`src/rtl/vec_mac_pkg.sv`:
```
// vec_mac_pkg: shared types and limits for the vector MAC sequencer.
// Holds the FSM state enum, the lane type and the MAC latency ceiling.
package vec_mac_pkg;

  localparam int REG_WIDTH   = 16;
  localparam int VECTOR      = 8;
  localparam int MAC_LAT_MAX = 4;

  typedef logic [REG_WIDTH-1:0] lane_t;

  typedef enum logic [1:0] {
    IDLE,
    ISSUE,
    WAIT,
    DONE
  } state_t;

endpackage

```
`src/rtl/vec_mac_sequencer_if.sv`:
```
// vec_mac_sequencer_if: operand, MAC and result bundles of the sequencer.
// slave = sequencer side, master = buffer/MAC/writeback side.
// in_bias exists only when VMAC_BIAS_EN is defined.
interface vec_mac_sequencer_if #(
  parameter int REG_WIDTH = 16,
  parameter int VECTOR    = 8,
  parameter int CNT_W     = 8
);

  typedef logic [VECTOR-1:0][REG_WIDTH-1:0] vec_t;

  logic       in_valid;
  logic       in_ready;
  vec_t       in_a;
  vec_t       in_b;
  logic       in_last;
`ifdef VMAC_BIAS_EN
  vec_t       in_bias;
`endif
  vec_t       mac_a;
  vec_t       mac_b;
  vec_t       mac_c;
  vec_t       mac_c_ab;
  logic       out_valid;
  logic       out_ready;
  vec_t       out_c;
  logic [CNT_W-1:0] out_beats;

  modport slave (
    input  in_valid,
`ifdef VMAC_BIAS_EN
    input  in_bias,
`endif
    input  in_a,
    input  in_b,
    input  in_last,
    input  mac_c_ab,
    input  out_ready,
    output in_ready,
    output mac_a,
    output mac_b,
    output mac_c,
    output out_valid,
    output out_c,
    output out_beats
  );

  modport master (
    output in_valid,
`ifdef VMAC_BIAS_EN
    output in_bias,
`endif
    output in_a,
    output in_b,
    output in_last,
    output mac_c_ab,
    output out_ready,
    input  in_ready,
    input  mac_a,
    input  mac_b,
    input  mac_c,
    input  out_valid,
    input  out_c,
    input  out_beats
  );

endinterface

```
`src/rtl/vec_mac_sequencer_lat_cnt.sv`:
```
// vmac_lat_cnt: MAC latency down-counter; capture marks the last WAIT cycle.
// Ports: clk, rst_n, load (ISSUE), en (WAIT), capture (out).
module vmac_lat_cnt
  import vec_mac_pkg::*;
#(
  parameter int MAC_LAT = 1
) (
  input  logic clk,
  input  logic rst_n,
  input  logic load,
  input  logic en,
  output logic capture
);

  localparam int CW = $clog2(MAC_LAT_MAX);

  logic [CW-1:0] cnt;

  always_ff @(posedge clk or negedge rst_n) begin
    if (!rst_n) begin
      cnt <= '0;
    end else if (load) begin
      cnt <= CW'(MAC_LAT - 1);
    end else if (en && cnt != '0) begin
      cnt <= cnt - 1'b1;
    end
  end

  assign capture = en && (cnt == '0);

endmodule

```
`src/rtl/vec_mac_sequencer.sv`:
```
// vec_mac_sequencer: drives an external registered vector MAC, accumulating
// K operand beats into a dot product presented on a valid/ready result port.
// Ports: clk, rst_n (async, active low), bus (vec_mac_sequencer_if.slave):
//   in_* operand beat handshake, mac_* MAC issue/return, out_* result.
// Option: VMAC_BIAS_EN adds in_bias, loaded as the initial accumulator.
module vec_mac_sequencer
  import vec_mac_pkg::*;
#(
  parameter int REG_WIDTH = 16,
  parameter int VECTOR    = 8,
  parameter int MAC_LAT   = 1,
  parameter int CNT_W     = 8
) (
  input  logic clk,
  input  logic rst_n,
  vec_mac_sequencer_if.slave bus
);

  typedef logic [VECTOR-1:0][REG_WIDTH-1:0] vec_t;

  state_t state;
  state_t state_nx;

  vec_t             op_a;
  vec_t             op_b;
  vec_t             acc;
  vec_t             acc_init;
  logic             op_last;
  logic [CNT_W-1:0] beats;

  logic accept;
  logic load;
  logic capture;
  logic done_hs;

`ifdef VMAC_BIAS_EN
  assign acc_init = bus.in_bias;
`else
  assign acc_init = '0;
`endif

  // in_ready gated by rst_n so it stays low while reset is held
  assign bus.in_ready  = (state == IDLE) & rst_n;
  assign bus.out_valid = (state == DONE);
  assign accept        = bus.in_valid & bus.in_ready;
  assign done_hs       = bus.out_valid & bus.out_ready;

  always_ff @(posedge clk or negedge rst_n) begin
    if (!rst_n) begin
      state <= IDLE;
    end else begin
      state <= state_nx;
    end
  end

  always_comb begin
    state_nx = state;
    load     = 1'b0;
    unique case (state)
      IDLE: begin
        if (accept) state_nx = ISSUE;
      end
      ISSUE: begin
        load     = 1'b1;
        state_nx = WAIT;
      end
      WAIT: begin
        if (capture) state_nx = op_last ? DONE : IDLE;
      end
      DONE: begin
        if (done_hs) state_nx = IDLE;
      end
      default: state_nx = IDLE;
    endcase
  end

  vmac_lat_cnt #(
    .MAC_LAT (MAC_LAT)
  ) u_lat_cnt (
    .clk     (clk),
    .rst_n   (rst_n),
    .load    (load),
    .en      (state == WAIT),
    .capture (capture)
  );

  // beats==0 marks the first beat of a fresh accumulation
  always_ff @(posedge clk or negedge rst_n) begin
    if (!rst_n) begin
      op_a    <= '0;
      op_b    <= '0;
      op_last <= 1'b0;
      acc     <= '0;
      beats   <= '0;
    end else begin
      if (accept) begin
        op_a    <= bus.in_a;
        op_b    <= bus.in_b;
        op_last <= bus.in_last;
        if (beats == '0) acc <= acc_init;
      end
      if (capture) begin
        acc <= bus.mac_c_ab;
        if (beats != '1) beats <= beats + 1'b1;
      end
      if (done_hs) beats <= '0;
    end
  end

  assign bus.mac_a     = op_a;
  assign bus.mac_b     = op_b;
  assign bus.mac_c     = acc;
  assign bus.out_c     = acc;
  assign bus.out_beats = beats;

endmodule

```
`src/flat_wrapper.sv`:
```
// flat-port wrapper written by rule: the top's interface ports become plain ports
module vec_mac_sequencer_flat import vec_mac_pkg::*;
#(
  parameter int REG_WIDTH = 16,
  parameter int VECTOR    = 8,
  parameter int MAC_LAT   = 1,
  parameter int CNT_W     = 8
)
  (clk, rst_n, bus_in_valid, bus_in_a, bus_in_b, bus_in_last, bus_mac_c_ab, bus_out_ready, bus_in_ready, bus_mac_a, bus_mac_b, bus_mac_c, bus_out_valid, bus_out_c, bus_out_beats);
  vec_mac_sequencer_if #(.REG_WIDTH(REG_WIDTH), .VECTOR(VECTOR), .CNT_W(CNT_W)) bus_i ();
  input  logic clk;
  input  logic rst_n;
  input wire logic [$bits(bus_i.in_valid)-1:0] bus_in_valid;
  input wire logic [$bits(bus_i.in_a)-1:0] bus_in_a;
  input wire logic [$bits(bus_i.in_b)-1:0] bus_in_b;
  input wire logic [$bits(bus_i.in_last)-1:0] bus_in_last;
  input wire logic [$bits(bus_i.mac_c_ab)-1:0] bus_mac_c_ab;
  input wire logic [$bits(bus_i.out_ready)-1:0] bus_out_ready;
  output wire logic [$bits(bus_i.in_ready)-1:0] bus_in_ready;
  output wire logic [$bits(bus_i.mac_a)-1:0] bus_mac_a;
  output wire logic [$bits(bus_i.mac_b)-1:0] bus_mac_b;
  output wire logic [$bits(bus_i.mac_c)-1:0] bus_mac_c;
  output wire logic [$bits(bus_i.out_valid)-1:0] bus_out_valid;
  output wire logic [$bits(bus_i.out_c)-1:0] bus_out_c;
  output wire logic [$bits(bus_i.out_beats)-1:0] bus_out_beats;
  assign bus_i.in_valid = bus_in_valid;
  assign bus_i.in_a = bus_in_a;
  assign bus_i.in_b = bus_in_b;
  assign bus_i.in_last = bus_in_last;
  assign bus_i.mac_c_ab = bus_mac_c_ab;
  assign bus_i.out_ready = bus_out_ready;
  assign bus_in_ready = bus_i.in_ready;
  assign bus_mac_a = bus_i.mac_a;
  assign bus_mac_b = bus_i.mac_b;
  assign bus_mac_c = bus_i.mac_c;
  assign bus_out_valid = bus_i.out_valid;
  assign bus_out_c = bus_i.out_c;
  assign bus_out_beats = bus_i.out_beats;
  vec_mac_sequencer #(.REG_WIDTH(REG_WIDTH), .VECTOR(VECTOR), .MAC_LAT(MAC_LAT), .CNT_W(CNT_W)) u_core (.clk(clk), .rst_n(rst_n), .bus(bus_i));
endmodule
```
`config.mk`:
```
export PLATFORM = sky130hd
export DESIGN_NAME = vec_mac_sequencer_flat
export DESIGN_NICKNAME = d
export VERILOG_FILES = /design/src/rtl/vec_mac_pkg.sv /design/src/rtl/vec_mac_sequencer_if.sv /design/src/rtl/vec_mac_sequencer_lat_cnt.sv /design/src/rtl/vec_mac_sequencer.sv /design/src/flat_wrapper.sv
export SDC_FILE = /design/constraint.sdc
export NUM_CORES = 1
export LEC_CHECK = 0
export CORE_AREA = 3 3 357 359
export DETAILED_ROUTE_END_ITERATION = 16
export DIE_AREA = 0 0 360 362
export GPL_TIMING_DRIVEN = 0
export PLACE_DENSITY = 0.36
export SYNTH_ARGS = -nofsm -noshare
export SYNTH_HDL_FRONTEND = slang
export SYNTH_HIERARCHICAL = 1
export SYNTH_SLANG_ARGS = --single-unit
```
`constraint.sdc`:
```
create_clock -name clk -period 2.4 [get_ports clk]
set_clock_uncertainty 0.1 [all_clocks]
set_input_delay 0.36 -clock clk [delete_from_list [all_inputs] [get_ports clk]]
set_output_delay 0.36 -clock clk [all_outputs]
set_load 0.03 [all_outputs]
```
[Word level (Yosys, flattened, before mapping)]
Index checks and enable logic that the tools add are counted.
Word-level totals
  output and inout bits: 522
  memory bits (read-only): 0
  input port bits: 389
  memories kept: 0
  logic and storage cells: 68
  register bits after elaboration: 397
  bits in writable memories: 0
  latch bits: 0
Operators by class
  bitwise logic cells: 3
  order comparisons: 0
  divide/modulo/power cells: 0
  muxes and demuxes: 14
  reductions and logical operators: 14
  equal/unequal tests: 7
  multiply operators: 0
  shifts and indexed selects: 0
  $add $sub $neg: 2
Operators with widths (number)
  $mux 128: 3
  $mux 8: 3
  $mux 2: 6
  $reduce_bool 2->1: 6
  $add 8x1->8 const B: 1
  $logic_not 8->1: 1
  $ne 8x8->1 const B: 1
  $pmux 2 s4: 1
  $eq 2x2->1 const B: 2
  $logic_not 2->1: 2
  $ne 2x1->1 const B: 2
  $reduce_and 2->1: 2
  $and 1x1->1: 3
  $reduce_and 3->1: 1
  $eq 2x1->1 const B: 1
  $logic_and 1x1->1: 2
  $ne 2x2->1 const B: 1
  $sub 2x1->2 const B: 1
  $mux 1: 1

[Depth between registers and ports, before layout]
  depth after elaboration: 5
  gate-level depth with buffers: 8

[By module]
Netlist, hierarchy kept.
Modules (own cells, without submodules)
  vec_mac_sequencer: cells an instance 1296, times used 1, area each 16991.3 sq um
  vmac_lat_cnt: cells an instance 12, times used 1, area each 123.9 sq um

[Worst setup path before layout]
Ideal clock, no wire load.
  path kind: register to register
  from: register u_core.state[1]
  to: register u_core.acc (netlist bit u_core/bus.mac_c[101])
  path slack: 0.439 ns
  required time: 2.226 ns
  arrival time: 1.787 ns
  stages on the path, launching flop included: 9
  path buffers: 4
  cell sequence: dfrtp_1 > buf_2 > nor2b_1 > and2_1 > clkbuf_1 > clkbuf_1 > clkbuf_1 > nand2_1 > o21ai_2
On the way
  elaborated cells between the ends (all ways): 9
RTL lines
  start: declaration: RTL line vec_mac_sequencer.sv:21  | state_t state;
  start signal: assignment: RTL line vec_mac_sequencer.sv:52  | state <= state_nx;
  $eq 2x2->1 *: RTL line vec_mac_sequencer.sv:83  | .en (state == WAIT),
  $logic_and 1x1->1 *: RTL line vec_mac_sequencer_lat_cnt.sv:29  | assign capture = en && (cnt == '0);
  net u_core.capture: RTL line vec_mac_sequencer.sv:33  | logic capture;
  $reduce_bool 2->1 (no source line)
  $reduce_and 2->1 (no source line)
  end signal: assignment: RTL line vec_mac_sequencer.sv:100  | if (beats == '0) acc <= acc_init;
  end signal: assignment: RTL line vec_mac_sequencer.sv:103  | acc <= bus.mac_c_ab;
  end: declaration: RTL line vec_mac_sequencer.sv:26  | vec_t acc;
Mark *: on every way through the listed nets, which the timed path passes. The rest lies on a longest branch.
A chain may end at the register's enable or synchronous reset.

[Final worst setup path]
  from: register u_core.op_b (netlist bit u_core/bus.mac_b[51])
  to: output bus_mac_b[51]
RTL lines
  start: declaration: RTL line vec_mac_sequencer.sv:25  | vec_t op_b;
  start signal: assignment: RTL line vec_mac_sequencer.sv:98  | op_b <= bus.in_b;
  end: declaration: RTL line flat_wrapper.sv:21  | output wire logic [$bits(bus_i.mac_b)-1:0] bus_mac_b;
No word-level cell between the ends.

==> results.json <==
{
  "status": "completed",
  "drive_above_1_share_pct": 27.8,
  "drt-total-wl_um": 85800,
  "path_delay_family": "buffers and inverters",
  "design_area_sq_um": 30500,
  "gp_congestion": 0.808,
  "relSlewSlack_pct": 56.3,
  "hold_depth": 3,
  "first_pass_iters": 6,
  "peakVddDrop_mv": 0.640,
  "hold_violations": 0,
  "r2r_setup_slack_ns": 0.21,
  "setup_viol": 0,
  "worstSetupEndpointType": "output port",
  "cts.sink_count": 397,
  "antenna_found_initial": 24,
  "clkLatencyLatePin_ns": 0.63,
  "start_util_pct": 13.8,
  "reg2reg_from": "u_core/state[1]",
  "hold_ws_ns": 0.192,
  "dp_cells": 3858,
  "synth_seq_cells": 397,
  "async_flop_share_pct": 100,
  "area_growth_syn_to_layout_pct": 78.1,
  "place_area_sq_um": 28400,
  "post-place-ws_ns": -1.03,
  "crit_type": "reg -> out",
  "fin_crit_ns": 2.34,
  "die_w_um": 360,
  "synth_edf_count": 0,
  "fill_cells": 13203,
  "fin_crit_sh_pct": 97.6,
  "yosys_warnings": 6,
  "grt_pass1_vias": 15281,
  "clock_path_buffers": 3,
  "rows": 129,
  "synthTopCellsByArea": "dfrtp_1, mux2_2, buf_4, nand2b_1, o21ai_2",
  "drc": 0,
  "first_iter_violations": 670,
  "p_leak_nw": 12.5,
  "rr_endpoint": "u_core/bus.mac_c[118]",
  "ant_nets": 0,
  "crit_slowest_cell": "clkdlybuf4s50_1",
  "cts_buffers": 54,
  "via_count": 13819,
  "min_from": "bus_mac_c_ab[48]",
  "ys.flop_type": "dfrtp_1",
  "post-route-util_pct": 24.6,
  "cts.reportedPaths.clkPinSlew_ns": 0.06,
  "yosys.cell_count.top_type": "dfrtp_1",
  "cp_num_buf_inv": 1,
  "synth_top_area_share_pct": 58.0,
  "max-cap-violations": 0,
  "hpwl_um": 68700,
  "tns_ns": 0,
  "netlist-cell-type-count": 40,
  "nNetsFinal": 2679,
  "reg2reg_depth": 8,
  "cp.arrival_ns": 1.88,
  "layout_setup_ws_ns": 0.0582,
  "max_stage_delay_ns": 0.77,
  "seq_area_frac_synth_pct": 58.0,
  "grt_pass1_wl_um": 119000,
  "crit_chain": "clkdlybuf4s50_1",
  "hold_class": "in -> reg",
  "cts_tree": "yes",
  "cts-root-buf": "clkbuf_16",
  "syn-instance-count": 1308,
  "die_h_um": 362,
  "power_density_nw_per_um2": 1620,
  "startpoint": "u_core/bus.mac_b[51]",
  "coreArea_sq_um": 124000,
  "io_pins": 911,
  "cts.htree.levels": 2,
  "worst_pin_slew_ns": 0.655,
  "hold_end": "u_core/bus.mac_c[48]",
  "fp.dieArea_sq_um": 130000,
  "syn_nets": 1700,
  "numPortBuffers": 910,
  "drt-vias-per-instance": 3.48,
  "drv_slew": 0,
  "rsz0062_at_grt": "no",
  "worstPathRequired_ns": 1.94,
  "grt_overflow": 0,
  "wl_per_cell_um": 21.6,
  "crit_fanout": 2,
  "worstSetupStartpointType": "flop",
  "synth_top_cell_by_area": "dfrtp_1",
  "ys_top_cells_by_count": "dfrtp_1, mux2_2, nand2_1",
  "fmax_mhz": 427,
  "syn-cell-area_sq_um": 17100,
  "cp.depth": 1,
  "grt_max_degree": 104,
  "grtUsageTotal_pct": 12.7,
  "finalPower_mw": 49.4,
  "syn_area_per_cell_sq_um": 13.1,
  "finalNonFillerCells": 3976
}
-- state kept, by name, summed over array words and instances, names as in the netlist --
| name | cells |
|---|---|
| u_core/bus.mac_a | 128 |
| u_core/bus.mac_b | 128 |
| u_core/bus.mac_c | 128 |
| u_core/bus.out_beats | 8 |
| u_core/state | 2 |
| u_core/u_lat_cnt/cnt | 2 |
| u_core/op_last | 1 |
-- repair_timing --
item / CTS / global route
endpoints found under the hold margin: 261 / 0
endpoints found under the setup margin: 450 / 217
gates cloned: 2 / 1
resized for setup: 88 / 20
hold buffers: 7 / 0
setup buffers: 0 / 0
pin swaps: 0 / 0
-- final cells by class --
type                            instances  area [sq um]  share of cell area, %
Multi-Input combinational cell        702          5540                   18.2
Tap cell                             1637          2050                   6.72
Clock inverter                         25           297                  0.973
Antenna cell                            7          17.5                 0.0575
Clock buffer                           76          1570                   5.14
Buffer                                203          1680                   5.50
Timing Repair Buffer                  923          9380                   30.8
Sequential cell                       397          9940                   32.6
Inverter                                6          22.5                 0.0739
-- report_power, final --
part	switching, mW	leakage (nW)	internal [mW]
Clock	3.43	0.895	5.10
Sequential	2.75	4.76	10.1
Combinational	15.8	6.83	12.3
Total	21.9	12.5	27.5
-- worst max path at each step --
stage	endpoint	slack, ns
6_report	bus_mac_b[51]	0.06
3_3_place_gp	u_core/bus.mac_a[76]	-18.65
5_1_grt	bus_out_beats[5]	0.004
4_1_cts	bus_out_c[66]	0.0002
3_5_place_dp	u_core/bus.mac_b[5]	-1.03
2_1_floorplan	u_core/bus.mac_c[101]	0.44
-- worst register-to-register path: stages (launching register included) --
cell	delay (ns)
dfrtp_1	0.32
buf_2	0.22
nor2b_2	0.24
and2_1	0.23
clkbuf_4	0.26
clkbuf_8	0.22
clkbuf_2	0.24
nand2_1	0.17
o21ai_1	0.11
-- per-layer routing --
layer | wire (um) | track usage, %
met1 | 32100 | 13.8
met2 | 44100 | 22.9
met3 | 7440 | 5.05
met4 | 1900 | 3.32
met5 | 182 | 0
-- cell families after synthesis --
logic type / share of synthesized area, %
DFF: 58.0
and+or+nand+nor: 8.96
buffers and inverters: 9.59
AOI/OAI and AO/OA: 6.09
adders and majority gates: 0.219
muxes: 17.1
-- layout by cell type, fill, tap and decap left out, types with 5 or more instances in the layout --
cell type,synthesis,layout
buf_16,0,8
dlygate4sd2_1,0,57
clkinv_2,0,8
bufinv_16,0,5
nand2_1,137,137
a21oi_1,5,5
o21ai_1,20,20
inv_1,6,6
buf_12,9,9
nand2b_1,130,130
clkbuf_1,30,13
diode_2,0,7
clkbuf_8,0,13
clkinvlp_4,0,8
mux2_2,258,258
buf_4,132,132
buf_6,28,28
clkbuf_16,0,56
clkdlybuf4s50_1,0,849
clkbuf_2,0,23
o21ai_0,31,31
dfrtp_1,397,393
o21ai_2,80,80
No activity file was read; power rests on OpenSTA's default activity.
